--- config.mk ---
export PLATFORM = sky130hd
export DESIGN_NAME = level_fifo
export DESIGN_NICKNAME = d
export VERILOG_FILES = /design/src/rtl/fifo_pkg.sv /design/src/rtl/fifo_ptr.sv /design/src/rtl/level_fifo.sv
export SDC_FILE = /design/constraint.sdc
export NUM_CORES = 1
export LEC_CHECK = 0
export CORE_MARGIN = 4
export CORE_UTILIZATION = 50
export DETAILED_ROUTE_END_ITERATION = 16
export PLACE_DENSITY_LB_ADDON = 0.15
export SLEW_MARGIN = 25
export SYNTH_ARGS = -nofsm -noshare
export SYNTH_HDL_FRONTEND = slang
export SYNTH_SLANG_ARGS = --single-unit
--- constraint.sdc ---
create_clock -name clk -period 2.7 [get_ports clk]
set_input_delay 0.27 -clock clk [delete_from_list [all_inputs] [get_ports clk]]
set_output_delay 0.27 -clock clk [all_outputs]
set_load 0.01 [all_outputs]
--- src/rtl/fifo_pkg.sv ---
// Shared sizing helpers for the FIFO family: occupancy-counter and pointer widths.
package fifo_pkg;

  // Occupancy must represent 0..depth inclusive, hence depth+1 states.
  function automatic int cnt_w(input int depth);
    return $clog2(depth + 1);
  endfunction

  function automatic int ptr_w(input int depth);
    return (depth < 2) ? 1 : $clog2(depth);
  endfunction

endpackage

--- src/rtl/fifo_ptr.sv ---
// Circular-buffer pointer: advances on inc and wraps from DEPTH-1 back to 0.
module fifo_ptr
  import fifo_pkg::*;
#(
  parameter int DEPTH = 10,
  parameter int PTR_W = ptr_w(DEPTH)
) (
  input  logic             clk,
  input  logic             reset,
  input  logic             clear,
  input  logic             inc,
  output logic [PTR_W-1:0] ptr_o
);

  logic [PTR_W-1:0] ptr_q, ptr_d;

  // NOTE: every always_comb output gets a default first so no path leaves it unassigned (no latch).
  always_comb begin
    ptr_d = ptr_q;
    if (inc) begin
      ptr_d = (ptr_q == PTR_W'(DEPTH - 1)) ? '0 : ptr_q + 1'b1;
    end
  end

  // NOTE: state registers use non-blocking assignment so all flops update from pre-edge values.
  always_ff @(posedge clk) begin
    if (!reset) begin
      ptr_q <= '0;
    end else if (clear) begin
      ptr_q <= '0;
    end else begin
      ptr_q <= ptr_d;
    end
  end

  assign ptr_o = ptr_q;

endmodule

--- src/rtl/level_fifo.sv ---
// Show-ahead FIFO with arbitrary depth, level flags and sticky overflow/underflow.
module level_fifo
  import fifo_pkg::*;
#(
  parameter  int DATA_W    = 8,
  parameter  int DEPTH     = 10,
  parameter  int AFULL_TH  = DEPTH - 2,
  parameter  int AEMPTY_TH = 2,
  localparam int CNT_W     = cnt_w(DEPTH)
) (
  input  logic              clk,
  input  logic              reset,
  input  logic              clear,
  input  logic              write,
  input  logic [DATA_W-1:0] in,
  input  logic              read,
  input  logic              err_clr,
  output logic [DATA_W-1:0] out,
  output logic              val,
  output logic              full,
  output logic [CNT_W-1:0]  count,
  output logic              afull,
  output logic              aempty,
  output logic              overflow,
  output logic              underflow
);

  localparam int PTR_W = ptr_w(DEPTH);

  generate
    if (DEPTH < 2 || AEMPTY_TH >= AFULL_TH || AFULL_TH > DEPTH) begin : g_bad_params
      $error("level_fifo: need DEPTH >= 2 and AEMPTY_TH < AFULL_TH <= DEPTH");
    end
  endgenerate

  logic [DATA_W-1:0] mem_q [DEPTH];
  logic [PTR_W-1:0]  rd_ptr, wr_ptr;
  logic [CNT_W-1:0]  count_q, count_d;
  logic              ovf_q, ovf_d, udf_q, udf_d;
  logic              push, pop;

  // All flags come from the registered count, so no input reaches an output combinationally.
  assign val    = (count_q != '0);
  assign full   = (count_q == CNT_W'(DEPTH));
  assign afull  = (int'(count_q) >= AFULL_TH);
  assign aempty = (int'(count_q) <= AEMPTY_TH);

  // A pop frees the slot the push needs, so a full FIFO still accepts a push alongside a pop.
  assign pop  = read && val && !clear;
  assign push = write && (!full || (read && val)) && !clear;

  fifo_ptr #(.DEPTH(DEPTH), .PTR_W(PTR_W)) u_rd_ptr (
    .clk   (clk),
    .reset (reset),
    .clear (clear),
    .inc   (pop),
    .ptr_o (rd_ptr)
  );

  fifo_ptr #(.DEPTH(DEPTH), .PTR_W(PTR_W)) u_wr_ptr (
    .clk   (clk),
    .reset (reset),
    .clear (clear),
    .inc   (push),
    .ptr_o (wr_ptr)
  );

  always_comb begin
    count_d = count_q;
    if (push && !pop) begin
      count_d = count_q + 1'b1;
    end else if (pop && !push) begin
      count_d = count_q - 1'b1;
    end
    // Setting wins over err_clr in the same cycle so no error event is lost.
    ovf_d = ovf_q & ~err_clr;
    udf_d = udf_q & ~err_clr;
    if (!clear) begin
      if (write && full && !read) ovf_d = 1'b1;
      if (read && !val)           udf_d = 1'b1;
    end
  end

  always_ff @(posedge clk) begin
    if (!reset) begin
      count_q <= '0;
      ovf_q   <= 1'b0;
      udf_q   <= 1'b0;
    end else begin
      count_q <= clear ? '0 : count_d;
      ovf_q   <= ovf_d;
      udf_q   <= udf_d;
    end
  end

  // NOTE: storage is deliberately not reset; val gates its contents, and a reset here would block RAM inference.
  always_ff @(posedge clk) begin
    if (reset && push) begin
      mem_q[wr_ptr] <= in;
    end
  end

  assign out       = mem_q[rd_ptr];
  assign count     = count_q;
  assign overflow  = ovf_q;
  assign underflow = udf_q;

endmodule

==> Word level (Yosys, flattened, before mapping) <==
Memories as Yosys holds them, arrays and structs flattened. A register that Yosys moved wholly into a read port is not among the register bits.
Cells that the tools add are included.
{ "word_totals": {"latch_bits": 0, "elab_cells": 51, "romBits": 0, "register_bits": 14, "output_inout_bits": 18, "mem_bits_rw": 80, "mem_count": 1, "inputBits": 14} }
{ "memory_table": {"columns": ["name", "words", "word_bits", "read_ports", "rd_ports_with_merged_regs", "wr", "line_no", "source"], "rows": [
  ["mem_q", 10, 8, 1, 1, 1, "level_fifo.sv:36", "logic [DATA_W-1:0] mem_q [DEPTH];"]
]} }
{ "op_classes": {"div": 0, "add_sub_neg": 4, "n_bitwise": 4, "n_reduce_logical": 20, "n_shift": 0, "n_eq_ne": 3, "multipliers": 0, "order_cmp": 2, "mux": 12} }
{ "op_table": {"columns": ["operator", "n"], "rows": [
  ["two-way mux 4 bit", 6],
  ["adder 4 x 1 -> 4 bit (second input constant)", 3],
  ["== test 4 bit (second input constant)", 3],
  ["logical AND 1 bit", 10],
  ["zero test 1 bit", 6],
  ["two-way mux 1 bit", 6],
  ["greater-or-equal comparator 4 bit (second input constant)", 1],
  ["less-or-equal comparator 4 x 2 -> 1 bit (second input constant)", 1],
  ["nonzero test 4 bit", 1],
  ["subtractor 4 x 1 -> 4 bit (second input constant)", 1],
  ["AND 1 bit", 2],
  ["NOT 1 bit", 2],
  ["nonzero test 2 bit", 1],
  ["OR reduction 2 bit", 1],
  ["logical OR 1 bit", 1]
]} }

==> Longest topological paths before layout <==
{ "depth": {"word_depth": 9, "depth_mapped": 10, "ltp_nobuf": 10} }

==> Hierarchy <==
Synthesis repeated with hierarchy kept, for this count alone.
{ "unflattened": {"hier_cells": 268, "area_unflattened_um2": 3983.8} }
{ "by_module_without_submodules": {"columns": ["mod", "seq_area_each_um2", "instances", "area_each_um2", "cells_per_inst"], "rows": [
  ["level_fifo", 2522.4, 1, 3623.5, 228],
  ["fifo_ptr", 80.1, 2, 180.2, 20]
]} }

==> Worst setup path after synthesis <==
Ideal clock, no wire load.
{ "synth_timing": {"kind": "reg2reg", "start": "reg count_q[0], in the netlist count[0]", "end": "reg count_q[3], in the netlist count[3]", "path_slack_ns": 0.275, "synth_period_minus_slack_ns": 2.425, "required_ns": 2.642, "path_stages_with_launch": 11, "arrival_time_ns": 2.367, "setup_ns": 0.058, "n_path_buf": 1, "path_cell_list": "dfxtp_1 -> or4_4 -> buf_6 -> nand2_2 -> ha_1 -> inv_1 -> ha_1 -> a21oi_1 -> a211o_1 -> a211oi_1 -> a31o_1"} }
{ "synth_between": {"elab_chain_cells": 8, "elab_cells_between_ends": 17, "cone_classes": "2 x add/sub; 1 x eq/ne; 2 x mux; 12 x reduce/logical"} }
{ "synth_rtl": {"columns": ["element", "line_no", "source"], "rows": [
  ["from (decl)", "level_fifo.sv:38", "logic [CNT_W-1:0] count_q, count_d;"],
  ["from (signal assigned)", "level_fifo.sv:90", "count_q <= clear ? '0 : count_d;"],
  ["nonzero test 4 bit (*)", "level_fifo.sv:43", "assign val = (count_q != '0);"],
  ["named net val", "level_fifo.sv:19", "output logic val,"],
  ["logical AND 1 bit (*)", "level_fifo.sv:49, level_fifo.sv:50", null],
  ["logical OR 1 bit", "level_fifo.sv:50", "assign push = write && (!full || (read && val)) && !clear;"],
  ["logical AND 1 bit (2 in series)", "level_fifo.sv:50", null],
  ["zero test 1 bit", "level_fifo.sv:72", "end else if (pop && !push) begin"],
  ["logical AND 1 bit", "level_fifo.sv:72", null],
  ["nonzero test 2 bit (no line)", null, null]
]} }
Mark *: on every way through the listed nets, which the timed path passes. The rest lies on a longest branch. The select of a mux whose other input is x is not followed.
A chain may end at the register's enable or synchronous reset.

==> metrics.txt <==
# TYPE chip_impl_metric gauge
chip_impl_info{name="result_of_the_run",value="complete, no violations"} 1
chip_impl_metric{name="cp.required",unit="ns"} 2.43
chip_impl_metric{name="via_count_of_the_first_global_routing_pass",unit=""} 2456
chip_impl_info{name="mostFrequentLayoutCell",value="sky130_fd_sc_hd__edfxtp_1"} 1
chip_impl_metric{name="synth-async-reset-ratio",unit="%"} 0
chip_impl_metric{name="fp.dieH",unit="um"} 98.1
chip_impl_metric{name="post_synth_instance_area",unit="sq um"} 4060
chip_impl_metric{name="cts_buffer_depth",unit=""} 2
chip_impl_info{name="post-synth-top-area-cell",value="sky130_fd_sc_hd__edfxtp_1"} 1
chip_impl_metric{name="replace_congestion",unit=""} 0.764
chip_impl_metric{name="final_antenna_net_count",unit=""} 0
chip_impl_metric{name="number_of_placement_rows",unit=""} 32
chip_impl_metric{name="grt_start_max_net_pins",unit=""} 17
chip_impl_metric{name="syn-mean-instance-area",unit="sq um"} 14.7
chip_impl_metric{name="numCtsBuffers",unit=""} 9
chip_impl_metric{name="clock_tree.htree_level_count",unit=""} 3
chip_impl_metric{name="report.final.hold_viol_count",unit=""} 0
chip_impl_metric{name="slew_headroom",unit="%"} 54.9
chip_impl_metric{name="filler_instances",unit=""} 608
chip_impl_metric{name="syn-num-nets",unit=""} 295
chip_impl_metric{name="setup_viol",unit=""} 0
chip_impl_metric{name="floorplan.initialDensity",unit="%"} 52.0
chip_impl_metric{name="placed_cell_area",unit="sq um"} 4580
chip_impl_info{name="holdCritPathClass",value="register to register"} 1
chip_impl_metric{name="drt_first_iter_violations",unit=""} 98
chip_impl_metric{name="avgViaCountPerCell",unit=""} 5.53
chip_impl_info{name="timing.critical_path.slowest_stage_cell",value="sky130_fd_sc_hd__clkdlybuf4s50_1"} 1
chip_impl_metric{name="detailed_place_hpwl",unit="mm"} 5.35
chip_impl_metric{name="synth_seq_area_share",unit="%"} 68.0
chip_impl_metric{name="fin_crit_sh",unit="%"} 94.1
chip_impl_metric{name="area_share_of_the_largest_cell_type_after_synthesis",unit="%"} 59.1
chip_impl_metric{name="antenna_violations_before_repair",unit=""} 0
chip_impl_metric{name="drt_wl_total",unit="mm"} 8.13
chip_impl_metric{name="finalNetCount",unit=""} 344
chip_impl_metric{name="worst-slew-pin-transition",unit="ns"} 0.675
chip_impl_metric{name="fin_total_pwr",unit="W"} 0.00293
chip_impl_metric{name="overall_overflow_remaining_after_global_route",unit=""} 0
chip_impl_metric{name="clk_pin_slew",unit="ns"} 0.09
chip_impl_metric{name="clk-insertion-delay-late",unit="ns"} 0.35
chip_impl_metric{name="final-max-slew-violation-count",unit=""} 0
chip_impl_metric{name="dr_wl_cell",unit="um"} 18.8
chip_impl_metric{name="ys_ff_latch",unit=""} 98
chip_impl_info{name="post_synth_main_area_contributors",value="sky130_fd_sc_hd__edfxtp_1, sky130_fd_sc_hd__dfxtp_1, sky130_fd_sc_hd__mux2_2"} 1
chip_impl_metric{name="grt_first_pass_wirelength",unit="mm"} 13.0
chip_impl_info{name="setup.worst_path.class",value="register to output pin"} 1
chip_impl_metric{name="finish.instance_area",unit="sq um"} 4830
chip_impl_metric{name="delay_contributed_by_the_slowest_stage_of_the_critical_path",unit="ns"} 0.52
chip_impl_info{name="rsz0062_at_grt",value="no"} 1
chip_impl_info{name="path_cells",value="buf_4 > mux2_2 > o221ai_1 > o21ai_1 > clkdlybuf4s50_1"} 1
chip_impl_metric{name="numPlacedInstances",unit=""} 417
chip_impl_metric{name="die_w",unit="um"} 98.1
chip_impl_metric{name="yosys_warnings",unit=""} 0
chip_impl_info{name="crit_path_start_kind",value="register"} 1
chip_impl_metric{name="core_region_area",unit="sq um"} 7810
chip_impl_metric{name="cp_data_arrival_time",unit="ns"} 2.27
chip_impl_metric{name="finalWorstPathRequiredPeriod",unit="ns"} 2.54
chip_impl_metric{name="postSynthCellCount",unit=""} 277
chip_impl_metric{name="critical_path.max_fanout",unit=""} 16
chip_impl_metric{name="vias",unit=""} 2395
chip_impl_metric{name="grt_use_total",unit="%"} 17.6
chip_impl_metric{name="number_of_remaining_drc_errors",unit=""} 0
chip_impl_metric{name="p_leak",unit="nW"} 1.57
chip_impl_metric{name="vdd.ir_drop.worst",unit="V"} 0.000277
chip_impl_info{name="ys_dominant_reg_cell",value="sky130_fd_sc_hd__edfxtp_1"} 1
chip_impl_metric{name="drt_pass1_iterations",unit=""} 4
chip_impl_info{name="ctsRootBufferMaster",value="sky130_fd_sc_hd__clkbuf_8"} 1
chip_impl_metric{name="antennaDiodeCount",unit=""} 0
chip_impl_metric{name="max_freq",unit="MHz"} 394
chip_impl_metric{name="worst_setup_slack_after_layout",unit="ns"} 0.160
chip_impl_metric{name="die_footprint",unit="sq um"} 9630
chip_impl_metric{name="power_density",unit="nW/um^2"} 606
chip_impl_metric{name="number_of_violations_of_the_max_capacitance_limit",unit=""} 0
chip_impl_metric{name="worst_case_clock_skew",unit="ns"} 0.0133
chip_impl_metric{name="timing.setup.tns",unit="ns"} 0
chip_impl_info{name="layout_common_cells",value="sky130_fd_sc_hd__edfxtp_1, sky130_fd_sc_hd__clkdlybuf4s50_1, sky130_fd_sc_hd__buf_4"} 1
chip_impl_metric{name="area_delta_synth_final",unit="%"} 18.9
chip_impl_metric{name="post-cts-setup-buffers",unit=""} 0
chip_impl_metric{name="layout.cells.non_filler",unit=""} 433
chip_impl_metric{name="synthDistinctLibCells",unit=""} 47
chip_impl_info{name="kind_of_end_point_of_the_critical_path",value="output pin"} 1
chip_impl_metric{name="io-pin-count",unit=""} 32
chip_impl_metric{name="io_buffers",unit=""} 31
chip_impl_metric{name="placement.setup.worst_slack",unit="ns"} 0.108
chip_impl_metric{name="synth_enable_flop_cells",unit=""} 80
chip_impl_metric{name="tritoncts_num_sinks",unit=""} 98
chip_impl_metric{name="ratio_of_cells_with_drive_above_1_in_the_final_layout",unit="%"} 19.0
chip_impl_info{name="tritoncts",value="yes"} 1
==> path summary, 6_finish.rpt <==
check	endpoint	depth (start not counted)	startpoint	slack [ns]
setup reg to reg	count[3]	9	count[0]	0.18
setup / recovery	out[5]	5	register	0.16
hold reg to reg	underflow	2	underflow	0.48
hold / removal	underflow	2	underflow	0.48
==> power by group <==
part / switching, W / total, W / internal (W)
sequential: 0.0000131 / 0.00165 / 0.00164
clock: 0.000495 / 0.00111 / 0.000619
combinational: 0.0000781 / 0.000162 / 0.0000836
total: 0.000586 / 0.00293 / 0.00234
==> synth_stat cells, types with 2 or more instances <==
master and instances:
sky130_fd_sc_hd__a211oi_1 2, sky130_fd_sc_hd__a21oi_1 6, sky130_fd_sc_hd__a221o_1 2, sky130_fd_sc_hd__a22oi_1 6
sky130_fd_sc_hd__buf_1 3, sky130_fd_sc_hd__buf_6 4, sky130_fd_sc_hd__clkbuf_1 6, sky130_fd_sc_hd__dfxtp_1 18
sky130_fd_sc_hd__edfxtp_1 80, sky130_fd_sc_hd__ha_1 3, sky130_fd_sc_hd__inv_1 5, sky130_fd_sc_hd__mux2_1 7
sky130_fd_sc_hd__mux2_2 17, sky130_fd_sc_hd__mux2i_1 18, sky130_fd_sc_hd__nand2_1 12, sky130_fd_sc_hd__nand2_2 2
sky130_fd_sc_hd__nand2b_1 7, sky130_fd_sc_hd__nand3_1 4, sky130_fd_sc_hd__nor2_1 17, sky130_fd_sc_hd__nor2b_1 5
sky130_fd_sc_hd__nor3_1 5, sky130_fd_sc_hd__o21ai_0 4, sky130_fd_sc_hd__o21ai_1 10, sky130_fd_sc_hd__o221ai_1 6
sky130_fd_sc_hd__o22ai_1 2, sky130_fd_sc_hd__or3_1 2, sky130_fd_sc_hd__xnor2_1 2, sky130_fd_sc_hd__xor2_1 3
==> area by class of cell <==
cell class / instances / area, sq um / area share, %
clock buffers: 10 / 128 / 2.64
clock inverters: 6 / 113 / 2.33
inverters: 6 / 22.5 / 0.466
multi-input cells: 159 / 1200 / 24.9
flip-flops and latches: 98 / 2770 / 57.3
well taps: 102 / 128 / 2.64
repair buffers: 52 / 472 / 9.77
==> critical path: cells and delay by family (launching register included) <==
family	cells	cell delay (ns)
multiplexers	1	0.36
buffers and inverters	2	0.75
flip-flops	1	0.51
AO/OA/AOI/OAI	2	0.30
==> logic make-up after synthesis <==
logic type	Yosys count	share of synthesized area, %
adder cells (fa/ha/maj)	4	1.42
AO/OA/AOI/OAI	46	7.70
multiplexers	42	11.1
flip-flops	98	68.0
buffers and inverters	20	2.68
XOR/XNOR	5	1.08
AND/OR/NAND/NOR	62	8.01
==> metal layers <==
metal | share of wire (%) | GRT usage (%) | up-vias | routed length [um]
met2 | 49 | 29.5 | 49 | 4010
met5 | 0 | 0 | - | 0
met3 | 4.1 | 3.93 | 8 | 333
met1 | 45 | 23.1 | 1190 | 3700
met4 | 1.1 | 5.32 | 0 | 93
li1 | - | - | 1148 | -
==> through the flow <==
step | hold WS, ns | util [%]
after floorplan | 0.369 | -
after global placement | 0.467 | 58.6
after detailed placement | 0.463 | 58.6
after CTS | 0.489 | 61.7
after global routing | 0.534 | 61.8
final | 0.482 | 61.8
==> state kept, by name (all words and copies together) (netlist names), named ones only <==
register,cells
count,4
mem_q,80
overflow,1
u_rd_ptr.ptr_o,4
underflow,1
u_wr_ptr.ptr_o,4
==> repair_timing <==
action	in CTS	in global routing
endpoints found under the setup margin	2	2
hold buffers	0	0
gates resized for setup	1	2
(Power assumes the default switching activity.)
